$ cat src/rtl/axil_gpio_pkg.sv
`default_nettype none
// ============================================================================
//  Module   : axil_gpio_pkg
//  Purpose  : Shared register offsets, response codes, FSM state types and
//             helpers for the AXI-Lite GPIO register block.
//  Revision : 1.0 - initial release
// ============================================================================
package axil_gpio_pkg;

  // Register word index, decoded from addr[3:2]
  localparam logic [1:0] REG_CTRL   = 2'd0;  // 0x0
  localparam logic [1:0] REG_INPUTS = 2'd1;  // 0x4
  localparam logic [1:0] REG_LED    = 2'd2;  // 0x8
  localparam logic [1:0] REG_DUTY   = 2'd3;  // 0xC

  localparam logic [1:0] RESP_OKAY   = 2'b00;
  localparam logic [1:0] RESP_SLVERR = 2'b10;

  localparam logic [7:0] DUTY_RESET = 8'h80;

  typedef enum logic [0:0] {
    WR_IDLE = 1'b0,
    WR_RESP = 1'b1
  } wr_state_t;

  typedef enum logic [0:0] {
    RD_IDLE = 1'b0,
    RD_DATA = 1'b1
  } rd_state_t;

  // Select new byte when its write strobe is set, otherwise keep the old one
  function automatic logic [7:0] merge_byte(input logic [7:0] old_b,
                                            input logic [7:0] new_b,
                                            input logic       en);
    return en ? new_b : old_b;
  endfunction

endpackage
`default_nettype wire

$ cat src/rtl/AXIL_IF.sv
`default_nettype none
// ============================================================================
//  Module   : AXIL_IF
//  Purpose  : AXI-Lite bundle (no prot/cache sidebands) with master and
//             slave modports.
//  Revision : 1.0 - initial release
// ============================================================================
interface AXIL_IF #(
  parameter int ADDR_WIDTH = 32,
  parameter int DATA_WIDTH = 32
);
  logic [ADDR_WIDTH-1:0]   awaddr;
  logic                    awvalid;
  logic                    awready;
  logic [DATA_WIDTH-1:0]   wdata;
  logic [DATA_WIDTH/8-1:0] wstrb;
  logic                    wvalid;
  logic                    wready;
  logic [1:0]              bresp;
  logic                    bvalid;
  logic                    bready;
  logic [ADDR_WIDTH-1:0]   araddr;
  logic                    arvalid;
  logic                    arready;
  logic [DATA_WIDTH-1:0]   rdata;
  logic [1:0]              rresp;
  logic                    rvalid;
  logic                    rready;

  modport slave (
    input  awaddr, awvalid, wdata, wstrb, wvalid, bready, araddr, arvalid, rready,
    output awready, wready, bresp, bvalid, arready, rdata, rresp, rvalid
  );

  modport master (
    output awaddr, awvalid, wdata, wstrb, wvalid, bready, araddr, arvalid, rready,
    input  awready, wready, bresp, bvalid, arready, rdata, rresp, rvalid
  );
endinterface
`default_nettype wire

$ cat src/rtl/gpio_sync.sv
`default_nettype none
// ============================================================================
//  Module   : gpio_sync
//  Purpose  : WIDTH-bit two-flop synchroniser for asynchronous board inputs.
//             Each bit is synchronised independently (no bus coherency).
//  Revision : 1.0 - initial release
// ============================================================================
module gpio_sync #(
  parameter int WIDTH = 8
) (
  input  logic             clk,
  input  logic             reset_n,
  input  logic [WIDTH-1:0] d,
  output logic [WIDTH-1:0] q
);

  logic [WIDTH-1:0] meta_q, meta_d;
  logic [WIDTH-1:0] sync_q, sync_d;

  // Next values: first stage samples the pin, second stage resolves metastability
  always_comb begin
    meta_d = d;
    sync_d = meta_q;
  end

  // Synchroniser flops, cleared to 0 by reset
  always_ff @(posedge clk or negedge reset_n) begin
    if (!reset_n) begin
      meta_q <= '0;
      sync_q <= '0;
    end else begin
      meta_q <= meta_d;
      sync_q <= sync_d;
    end
  end

  assign q = sync_q;

endmodule
`default_nettype wire

$ cat src/rtl/axil_gpio_regs.sv
`default_nettype none
// ============================================================================
//  Module   : axil_gpio_regs
//  Purpose  : AXI-Lite slave exposing CTRL/INPUTS/LED/DUTY registers for the
//             board switches, buttons and 16 LED lines. Optional global LED
//             brightness PWM, built only when AXIL_GPIO_PWM_EN is defined.
//  Revision : 1.0 - initial release
// ============================================================================
module axil_gpio_regs
  import axil_gpio_pkg::*;
#(
  parameter int ADDR_WIDTH   = 32,
  parameter int DATA_WIDTH   = 32,
  parameter int PWM_PRESCALE = 488
) (
  input  logic        clk,
  input  logic        reset_n,
  AXIL_IF.slave       axil_if,
  input  logic [3:0]  sw,
  input  logic [3:0]  btn,
  output logic [15:0] led
);

  if (DATA_WIDTH != 32) begin : g_bad_data_width
    $error("axil_gpio_regs: DATA_WIDTH must be 32");
  end
  if (ADDR_WIDTH <= 4) begin : g_bad_addr_width
    $error("axil_gpio_regs: ADDR_WIDTH must exceed 4");
  end
  if (PWM_PRESCALE < 1) begin : g_bad_prescale
    $error("axil_gpio_regs: PWM_PRESCALE must be at least 1");
  end

  wr_state_t   wr_state_q, wr_state_d;
  rd_state_t   rd_state_q, rd_state_d;
  logic        rst_done_q, rst_done_d;
  logic [1:0]  bresp_q, bresp_d;
  logic [1:0]  rresp_q, rresp_d;
  logic [31:0] rdata_q, rdata_d;
  logic [15:0] led_reg_q, led_reg_d;
  logic [15:0] led_q, led_d;

  logic        wr_accept, rd_accept;
  logic        wr_unmapped, rd_unmapped;
  logic [1:0]  wr_idx, rd_idx;
  logic [31:0] rd_value;
  logic [7:0]  in_sync;
  logic        pwm_en_view;
  logic [7:0]  duty_view;
  logic        pwm_gate;

  assign wr_idx      = axil_if.awaddr[3:2];
  assign rd_idx      = axil_if.araddr[3:2];
  assign wr_unmapped = |axil_if.awaddr[ADDR_WIDTH-1:4];
  assign rd_unmapped = |axil_if.araddr[ADDR_WIDTH-1:4];

  gpio_sync #(.WIDTH(8)) u_sync (
    .clk     (clk),
    .reset_n (reset_n),
    .d       ({btn, sw}),
    .q       (in_sync)
  );

  // Holds every ready low while reset is asserted and for the first edge after
  always_comb begin
    rst_done_d = 1'b1;
  end

  // Write FSM: AW and W are only taken together, one response outstanding at most
  always_comb begin
    wr_state_d = wr_state_q;
    bresp_d    = bresp_q;
    wr_accept  = 1'b0;
    case (wr_state_q)
      WR_IDLE: begin
        if (rst_done_q && axil_if.awvalid && axil_if.wvalid) begin
          wr_accept  = 1'b1;
          wr_state_d = WR_RESP;
          bresp_d    = wr_unmapped ? RESP_SLVERR : RESP_OKAY;
        end
      end
      WR_RESP: begin
        if (axil_if.bready) wr_state_d = WR_IDLE;
      end
      default: wr_state_d = WR_IDLE;
    endcase
  end

  // Read FSM: data is snapshotted on the AR handshake and held until R completes
  always_comb begin
    rd_state_d = rd_state_q;
    rresp_d    = rresp_q;
    rdata_d    = rdata_q;
    rd_accept  = 1'b0;
    case (rd_state_q)
      RD_IDLE: begin
        if (rst_done_q && axil_if.arvalid) begin
          rd_accept  = 1'b1;
          rd_state_d = RD_DATA;
          rresp_d    = rd_unmapped ? RESP_SLVERR : RESP_OKAY;
          rdata_d    = rd_value;
        end
      end
      RD_DATA: begin
        if (axil_if.rready) rd_state_d = RD_IDLE;
      end
      default: rd_state_d = RD_IDLE;
    endcase
  end

  // Read mux from current register values (same-edge writes are not yet visible)
  always_comb begin
    rd_value = '0;
    if (!rd_unmapped) begin
      case (rd_idx)
        REG_CTRL:   rd_value = {31'b0, pwm_en_view};
        REG_INPUTS: rd_value = {24'b0, in_sync};
        REG_LED:    rd_value = {16'b0, led_reg_q};
        REG_DUTY:   rd_value = {24'b0, duty_view};
        default:    rd_value = '0;
      endcase
    end
  end

  // LED register byte-strobed update
  always_comb begin
    led_reg_d = led_reg_q;
    if (wr_accept && !wr_unmapped && (wr_idx == REG_LED)) begin
      led_reg_d = {merge_byte(led_reg_q[15:8], axil_if.wdata[15:8], axil_if.wstrb[1]),
                   merge_byte(led_reg_q[7:0],  axil_if.wdata[7:0],  axil_if.wstrb[0])};
    end
  end

  // Output LED value, gated by the brightness PWM when present
  always_comb begin
    led_d = led_reg_q & {16{pwm_gate}};
  end

`ifdef AXIL_GPIO_PWM_EN
  localparam int PS_W = (PWM_PRESCALE > 1) ? $clog2(PWM_PRESCALE) : 1;

  logic            ctrl_q, ctrl_d;
  logic [7:0]      duty_q, duty_d;
  logic [PS_W-1:0] prescale_q, prescale_d;
  logic [7:0]      pwm_cnt_q, pwm_cnt_d;

  // CTRL/DUTY register updates and free-running PWM time base
  always_comb begin
    ctrl_d     = ctrl_q;
    duty_d     = duty_q;
    prescale_d = prescale_q + PS_W'(1);
    pwm_cnt_d  = pwm_cnt_q;
    if (prescale_q == PS_W'(PWM_PRESCALE - 1)) begin
      prescale_d = '0;
      pwm_cnt_d  = pwm_cnt_q + 8'd1;
    end
    if (wr_accept && !wr_unmapped) begin
      if ((wr_idx == REG_CTRL) && axil_if.wstrb[0]) ctrl_d = axil_if.wdata[0];
      if (wr_idx == REG_DUTY) duty_d = merge_byte(duty_q, axil_if.wdata[7:0], axil_if.wstrb[0]);
    end
  end

  // PWM state and brightness registers
  always_ff @(posedge clk or negedge reset_n) begin
    if (!reset_n) begin
      ctrl_q     <= 1'b0;
      duty_q     <= DUTY_RESET;
      prescale_q <= '0;
      pwm_cnt_q  <= '0;
    end else begin
      ctrl_q     <= ctrl_d;
      duty_q     <= duty_d;
      prescale_q <= prescale_d;
      pwm_cnt_q  <= pwm_cnt_d;
    end
  end

  assign pwm_en_view = ctrl_q;
  assign duty_view   = duty_q;
  assign pwm_gate    = !ctrl_q || (pwm_cnt_q < duty_q);
`else
  assign pwm_en_view = 1'b0;
  assign duty_view   = 8'h00;
  assign pwm_gate    = 1'b1;
`endif

  // Bus FSM state, response holding registers, LED register and output stage
  always_ff @(posedge clk or negedge reset_n) begin
    if (!reset_n) begin
      rst_done_q <= 1'b0;
      wr_state_q <= WR_IDLE;
      rd_state_q <= RD_IDLE;
      bresp_q    <= '0;
      rresp_q    <= '0;
      rdata_q    <= '0;
      led_reg_q  <= '0;
      led_q      <= '0;
    end else begin
      rst_done_q <= rst_done_d;
      wr_state_q <= wr_state_d;
      rd_state_q <= rd_state_d;
      bresp_q    <= bresp_d;
      rresp_q    <= rresp_d;
      rdata_q    <= rdata_d;
      led_reg_q  <= led_reg_d;
      led_q      <= led_d;
    end
  end

  assign axil_if.awready = wr_accept;
  assign axil_if.wready  = wr_accept;
  assign axil_if.bvalid  = (wr_state_q == WR_RESP);
  assign axil_if.bresp   = bresp_q;
  assign axil_if.arready = rst_done_q && (rd_state_q == RD_IDLE);
  assign axil_if.rvalid  = (rd_state_q == RD_DATA);
  assign axil_if.rresp   = rresp_q;
  assign axil_if.rdata   = rdata_q;
  assign led             = led_q;

  // Byte lanes and address bits that no register implements
  logic unused_ok;
  assign unused_ok = ^{axil_if.wdata[31:16], axil_if.wstrb[3:2],
                       axil_if.awaddr[1:0], axil_if.araddr[1:0], rd_accept};

endmodule
`default_nettype wire
$ cat src/flat_wrapper.sv
// flat-port wrapper written by rule: the top's interface ports become plain ports
module axil_gpio_regs_flat import axil_gpio_pkg::*;
#(
  parameter int ADDR_WIDTH   = 32,
  parameter int DATA_WIDTH   = 32,
  parameter int PWM_PRESCALE = 488
)
  (clk, reset_n, sw, btn, led, axil_if_awaddr, axil_if_awvalid, axil_if_wdata, axil_if_wstrb, axil_if_wvalid, axil_if_bready, axil_if_araddr, axil_if_arvalid, axil_if_rready, axil_if_awready, axil_if_wready, axil_if_bresp, axil_if_bvalid, axil_if_arready, axil_if_rdata, axil_if_rresp, axil_if_rvalid);
  AXIL_IF #(.ADDR_WIDTH(ADDR_WIDTH), .DATA_WIDTH(DATA_WIDTH)) axil_if_i ();
  input  logic clk;
  input  logic reset_n;
  input  logic [3:0] sw;
  input  logic [3:0] btn;
  output logic [15:0] led;
  input wire logic [$bits(axil_if_i.awaddr)-1:0] axil_if_awaddr;
  input wire logic [$bits(axil_if_i.awvalid)-1:0] axil_if_awvalid;
  input wire logic [$bits(axil_if_i.wdata)-1:0] axil_if_wdata;
  input wire logic [$bits(axil_if_i.wstrb)-1:0] axil_if_wstrb;
  input wire logic [$bits(axil_if_i.wvalid)-1:0] axil_if_wvalid;
  input wire logic [$bits(axil_if_i.bready)-1:0] axil_if_bready;
  input wire logic [$bits(axil_if_i.araddr)-1:0] axil_if_araddr;
  input wire logic [$bits(axil_if_i.arvalid)-1:0] axil_if_arvalid;
  input wire logic [$bits(axil_if_i.rready)-1:0] axil_if_rready;
  output wire logic [$bits(axil_if_i.awready)-1:0] axil_if_awready;
  output wire logic [$bits(axil_if_i.wready)-1:0] axil_if_wready;
  output wire logic [$bits(axil_if_i.bresp)-1:0] axil_if_bresp;
  output wire logic [$bits(axil_if_i.bvalid)-1:0] axil_if_bvalid;
  output wire logic [$bits(axil_if_i.arready)-1:0] axil_if_arready;
  output wire logic [$bits(axil_if_i.rdata)-1:0] axil_if_rdata;
  output wire logic [$bits(axil_if_i.rresp)-1:0] axil_if_rresp;
  output wire logic [$bits(axil_if_i.rvalid)-1:0] axil_if_rvalid;
  assign axil_if_i.awaddr = axil_if_awaddr;
  assign axil_if_i.awvalid = axil_if_awvalid;
  assign axil_if_i.wdata = axil_if_wdata;
  assign axil_if_i.wstrb = axil_if_wstrb;
  assign axil_if_i.wvalid = axil_if_wvalid;
  assign axil_if_i.bready = axil_if_bready;
  assign axil_if_i.araddr = axil_if_araddr;
  assign axil_if_i.arvalid = axil_if_arvalid;
  assign axil_if_i.rready = axil_if_rready;
  assign axil_if_awready = axil_if_i.awready;
  assign axil_if_wready = axil_if_i.wready;
  assign axil_if_bresp = axil_if_i.bresp;
  assign axil_if_bvalid = axil_if_i.bvalid;
  assign axil_if_arready = axil_if_i.arready;
  assign axil_if_rdata = axil_if_i.rdata;
  assign axil_if_rresp = axil_if_i.rresp;
  assign axil_if_rvalid = axil_if_i.rvalid;
  axil_gpio_regs #(.ADDR_WIDTH(ADDR_WIDTH), .DATA_WIDTH(DATA_WIDTH), .PWM_PRESCALE(PWM_PRESCALE)) u_core (.clk(clk), .reset_n(reset_n), .axil_if(axil_if_i), .sw(sw), .btn(btn), .led(led));
endmodule
$ cat config.mk
export PLATFORM = sky130hd
export DESIGN_NAME = axil_gpio_regs_flat
export DESIGN_NICKNAME = d
export VERILOG_FILES = /design/src/rtl/axil_gpio_pkg.sv /design/src/rtl/AXIL_IF.sv /design/src/rtl/gpio_sync.sv /design/src/rtl/axil_gpio_regs.sv /design/src/flat_wrapper.sv
export SDC_FILE = /design/constraint.sdc
export NUM_CORES = 1
export LEC_CHECK = 0
export CAP_MARGIN = 20
export CORE_ASPECT_RATIO = 1.25
export CORE_MARGIN = 4
export CORE_UTILIZATION = 35
export DETAILED_ROUTE_END_ITERATION = 7
export PLACE_DENSITY = 0.88
export SYNTH_ARGS = -nofsm -noshare
export SYNTH_HDL_FRONTEND = slang
export SYNTH_HIERARCHICAL = 1
export SYNTH_SLANG_ARGS = --single-unit
$ cat constraint.sdc
create_clock -name clk -period 2.6 [get_ports clk]
set_clock_uncertainty 0.2 [all_clocks]
set_input_delay 0.26 -clock clk [delete_from_list [all_inputs] [get_ports clk]]
set_output_delay 0.26 -clock clk [all_outputs]
set_load 0.02 [all_outputs]
Word-level counts from Yosys, hierarchy flattened

Index checks and enable logic that the tools add are counted.

Multiplexer cells: 11
Reductions and logical operators: 15
Bitwise operators: 2
Equal/unequal tests: 4

Operators by type and width:

| cell                                                                   | count |
|---|---|
| 32-bit case mux with 3 select lines                                    | 1 |
| 28-bit OR reduction                                                    | 2 |
| 32-bit 2-to-1 mux                                                      | 1 |
| 2-bit AND reduction                                                    | 4 |
| 2-bit equality test (second input constant)                            | 3 |
| 1-bit logical AND                                                      | 6 |
| 1-bit 2-to-1 mux                                                       | 5 |
| 2-bit 2-to-1 mux                                                       | 2 |
| 1-bit case mux with 2 select lines                                     | 2 |
| 2-bit by 1-bit equality test with 1-bit output (second input constant) | 1 |
| 2-bit zero test                                                        | 1 |
| 1-bit inverter                                                         | 2 |
| 2-bit OR reduction                                                     | 1 |
| 1-bit zero test                                                        | 1 |

Register bits: 87
Word-level logic and storage cells: 43
Input port bits: 115

Logic depth before layout (Yosys ltp)

Gate-level depths: netlist of run 1.

Depth in word-level cells: 7
Depth in mapped cells: 4

By module

The synthesis of run 1 kept the hierarchy.

Modules (own cells, without submodules):

| module         | area each (µm²) | times used | cells an instance |
|---|---|---|---|
| axil_gpio_regs | 2,145.8         | 1          | 154 |
| gpio_sync      | 400.4           | 1          | 16 |

Least setup slack after synthesis of run 1

No wires, ideal clock.

Path kind: register to register
From: register u_core.wr_state_q, in the netlist u_core/axil_if.bvalid
To: register u_core.led_reg_q[10], in the netlist u_core/led_d[10]
Clock period less this slack: 2.329 ns
Slack: 0.271 ns
Cell stages (with the launch flop): 5
Setup time: 0.125 ns
Required time: 2.275 ns
Arrival: 2.004 ns
Buffers on the path: 0
Path through: dfrtp_1 and4b_1 nand4_2 nor4_4 mux2_2

Longest elaborated chain between the ends: 4

Ends and longest elaborated chain:

| item                            | line                  | text |
|---|---|---|
| start, declared                 | axil_gpio_regs.sv:34  | `wr_state_t wr_state_q, wr_state_d;` |
| start signal, assigned          | axil_gpio_regs.sv:200 | `wr_state_q <= wr_state_d;` |
| 1-bit 2-to-1 mux                | axil_gpio_regs.sv:74  | `case (wr_state_q)` |
| via axil_if_awready             | flat_wrapper.sv:24    | `output wire logic [$bits(axil_if_i.awready)-1:0] axil_if_awready;` |
| 1-bit logical AND (2 in series) | axil_gpio_regs.sv:128 | `if (wr_accept && !wr_unmapped && (wr_idx == REG_LED)) begin` |
| 2-bit AND reduction (no line)   | --                    |  |
| end signal, assigned            | axil_gpio_regs.sv:205 | `led_reg_q <= led_reg_d;` |
| end, declared                   | axil_gpio_regs.sv:40  | `logic [15:0] led_reg_q, led_reg_d;` |

The timed path passes the listed nets, and every way through them passes these cells.
A chain may end at the register's enable or synchronous reset.

Worst setup path in the final report of run 1

From: register u_core.wr_state_q, in the netlist u_core/axil_if.bvalid
To: output axil_if_awready

Longest elaborated chain between the ends: 1

Ends and longest elaborated chain:

| item             | line |
|---|---|
| 1-bit 2-to-1 mux | axil_gpio_regs.sv:74 |
| end, declared    | flat_wrapper.sv:24 |

No other way between the ends.

==> flow_summary_export.csv, run 1 <==
group,metric,value,unit
run_status,status,"completed",
die,die-area,0.00871,sq mm
routing,final_antenna_net_count,0,
global_routing,grt_pass1_wl,10.1,mm
hold_path,hp-class,"flip-flop to flip-flop",
synth,syn_area,0.00255,sq mm
placed_design,dp.cells,394,
synth,yosys_register_bits,69,
timing,rsz0062_at_grt,"false",
cts,tritoncts,"built",
global_routing,grt_max_degree,42,
placed_design,portBuffers,131,
timing,max_slew.worst_pin.slew,0.625,ns
timing,drv_slew,0,
routing,viasPerCell,4.65,
cts,cts_buffers,9,
setup_path,startpoint_type,"flip-flop",
timing,setup_viol,0,
placed_design,dpl.hpwl,5.30,mm
routing,drc,0,
timing,setup_tns,0,ns
routing,drt_iter0_markers,58,
cts,cts_htree_levels,3,
die,die_w,84.3,um
routing,dr_wl_met2,3.59,mm
timing,hold_viol_final,0,
global_routing,track_usage,15.2,%
timing,period_share,87.0,%
global_routing,grt_pass1_vias,2101,
setup_path,crit_type,"flip-flop to primary output",
die,row_count,34,
timing,min_period,2.26,ns
routing,wl_met1,2.14,mm
cells_and_area,fin_cells,411,
cts,clock-sinks,69,
cts,post_cts_buffers,0,
cells_and_area,nets,431,
setup_path,critPathArrivalTime,1.80,ns
synth,avgSynthCellArea,15.0,sq um
die,dieHeight,103,um
routing,dr_wl_met3,668,um
die,io_pins,172,
die,coreArea,0.00702,sq mm
cells_and_area,drive_gt1_share,13.4,%
die,start_util,36.3,%
power,power,2.35,mW
timing,max-slew-margin-rel,58.4,%
setup_path,slowest_delay,0.60,ns
synth,synth_cell_types,24,
setup_path,cp_max_fo,4,
routing,vias,1910,
setup_path,crit_path_end_kind,"primary output",
cts,clk_pin_slew,0.07,ns
setup_path,worstPathCellList,"and4b_1 -> buf_4 -> clkdlybuf4s50_1",
synth,yosysWarnings,6,
routing,drt_wl_total,6.60,mm
synth,seq_area_frac_synth,67.8,%
placed_design,finalWeightedCongestion,0.742,
cts,root_buffer,"clkbuf_8",
job,maxCapViolCount,0,
cells_and_area,diodes,0,
setup_path,cp_slowest_cell,"clkdlybuf4s50_1",
routing,wl_per_cell,16.1,um
routing,top_layer_used,"met4",
power,peakVddDrop,0.275,mV
setup_path,crit_required,2.14,ns
synth,netlist_instances,170,
timing,fmax,0.442,GHz
global_routing,antenna_found_initial,0,
power,p_leak,1.90,nW
routing,drtPass1Iterations,4,
power,power_density,559,mW/mm^2
cells_and_area,syn2layout_area_growth,65.3,%
global_routing,overflow,0,
cts,clock_path_buffers,2,
cts,insertion_delay,0.33,ns
## worst max-delay path: cells and delay by family (launching register included)
family / cells / cell delay [ns]
buffers and inverters: 2 / 0.76
DFF: 1 / 0.39
and+or+nand+nor: 1 / 0.32
## power breakdown
| group | internal (mW) | total (mW) | switching, mW | leakage (nW) |
|---|---|---|---|---|
| registers | 1.09 | 1.10 | 0.00612 | 0.912 |
| clock network | 0.637 | 1.02 | 0.379 | 0.116 |
| logic | 0.147 | 0.241 | 0.0944 | 0.870 |
| total | 1.87 | 2.35 | 0.479 | 1.90 |
## cells by family after synthesis
logic type	count (synthesis)	synth area share, %
AO/OA/AOI/OAI	28	9.29
buffers and inverters	27	6.78
other	2	0.295
multiplexers	16	7.08
flip-flops	69	67.8
AND/OR/NAND/NOR	28	8.75
## routing by layer
metal	vias up	track usage, %
met1	914	14.5
li1	874	-
met5	-	0
met4	0	8.42
met3	18	5.63
met2	104	28.2
## what timing repair did
item,CTS,global route
resized for setup,0,0
endpoints found under the hold margin,28,0
hold buffers,1,0
## cell usage after synthesis
master	count	area [sq um]
dfrtp_1	69	1730
a22o_1	24	210
buf_4	19	143
mux2_2	15	169
nor4_1	14	87.6
inv_1	5	18.8
nor2b_1	3	18.8
buf_1	2	7.51
conb_1	2	7.51
nand4_1	2	12.5
nor4_4	2	42.5
a21o_1	1	7.51
a21oi_1	1	5.00
and4b_1	1	10.0
clkbuf_1	1	3.75
mux2_1	1	11.3
nand2b_1	1	6.26
nand3b_1	1	7.51
nand4_2	1	12.5
nand4b_1	1	8.76
nor2_1	1	3.75
nor3b_2	1	12.5
o21ai_0	1	5.00
o22a_1	1	8.76
## layout make-up
type                    instances  area [sq um]
clock buffers                  10           128
well taps                      90           113
fillers                       554          2810
clock inverters                 6           111
flip-flops and latches         69          1730
multi-input cells              91           711
repair buffers                140          1400
inverters                       5          18.8
## layout by cell type, fill, tap and decap left out, drive strengths merged, types with 2 or more instances in the layout
master,instances
dfrtp,69
clkbuf,10
clkdlybuf4s50,130
mux2,16
nor4,16
clkinv,2
a22o,24
nand4,3
nor2b,3
conb,19
inv,5
buf,9
bufinv,3
## flip-flops by register name, summed over array words and instances, names as in the netlist
register               flops
u_core/led_d              16
u_core/u_sync/meta_q       8
u_core/axil_if.rvalid      1
u_core/rst_done_q          1
u_core/axil_if.bresp       1
u_core/axil_if.rresp       1
u_core/axil_if.bvalid      1
u_core/axil_if.rdata      16
u_core/led                16
u_core/u_sync/q            8
## metrics by stage
stage          utilization (%)  hold slack [ns]  worst slack, ns  area, sq um
5_1_grt                   60.0            0.151            0.254         4210
3_5_place_dp              56.4            0.110            0.109         3960
2_1_floorplan                -           -0.236            0.271         2610
4_1_cts                   60.0            0.151            0.311         4210
6_report                  60.0            0.148            0.339         4210
3_3_place_gp              56.4            0.111            0.130         3960
## worst paths after layout
path,cells past startpoint,start,slack [ns],end
worst max-delay path,3,u_core/axil_if.bvalid$_DFF_PN0_,0.34,axil_if_awready
worst min-delay path,0,u_core/u_sync/meta_q[3]$_DFF_PN0_,0.15,u_core/u_sync/q[3]$_DFF_PN0_
worst max register to register,5,u_core/axil_if.bvalid$_DFF_PN0_,0.52,u_core/led_d[10]$_DFFE_PN0P_
worst min register to register,0,u_core/u_sync/meta_q[3]$_DFF_PN0_,0.15,u_core/u_sync/q[3]$_DFF_PN0_
max in group asynchronous,3,reset_n,1.27,u_core/axil_if.rdata[12]$_DFFE_PN0P_
min in group asynchronous,2,reset_n,0.29,u_core/led_d[4]$_DFFE_PN0P_
Power figures use the tool's default switching activity.
==> run 2, diff against run 1 <==
--- a/config.mk
+++ b/config.mk
@@ -15,3 +15,4 @@
 export SYNTH_HDL_FRONTEND = slang
 export SYNTH_HIERARCHICAL = 1
 export SYNTH_SLANG_ARGS = --single-unit
+export TNS_END_PERCENT = 10
==> results of run 2 <==
No change in the layout: final DEF, timing and power equal those of run 1.
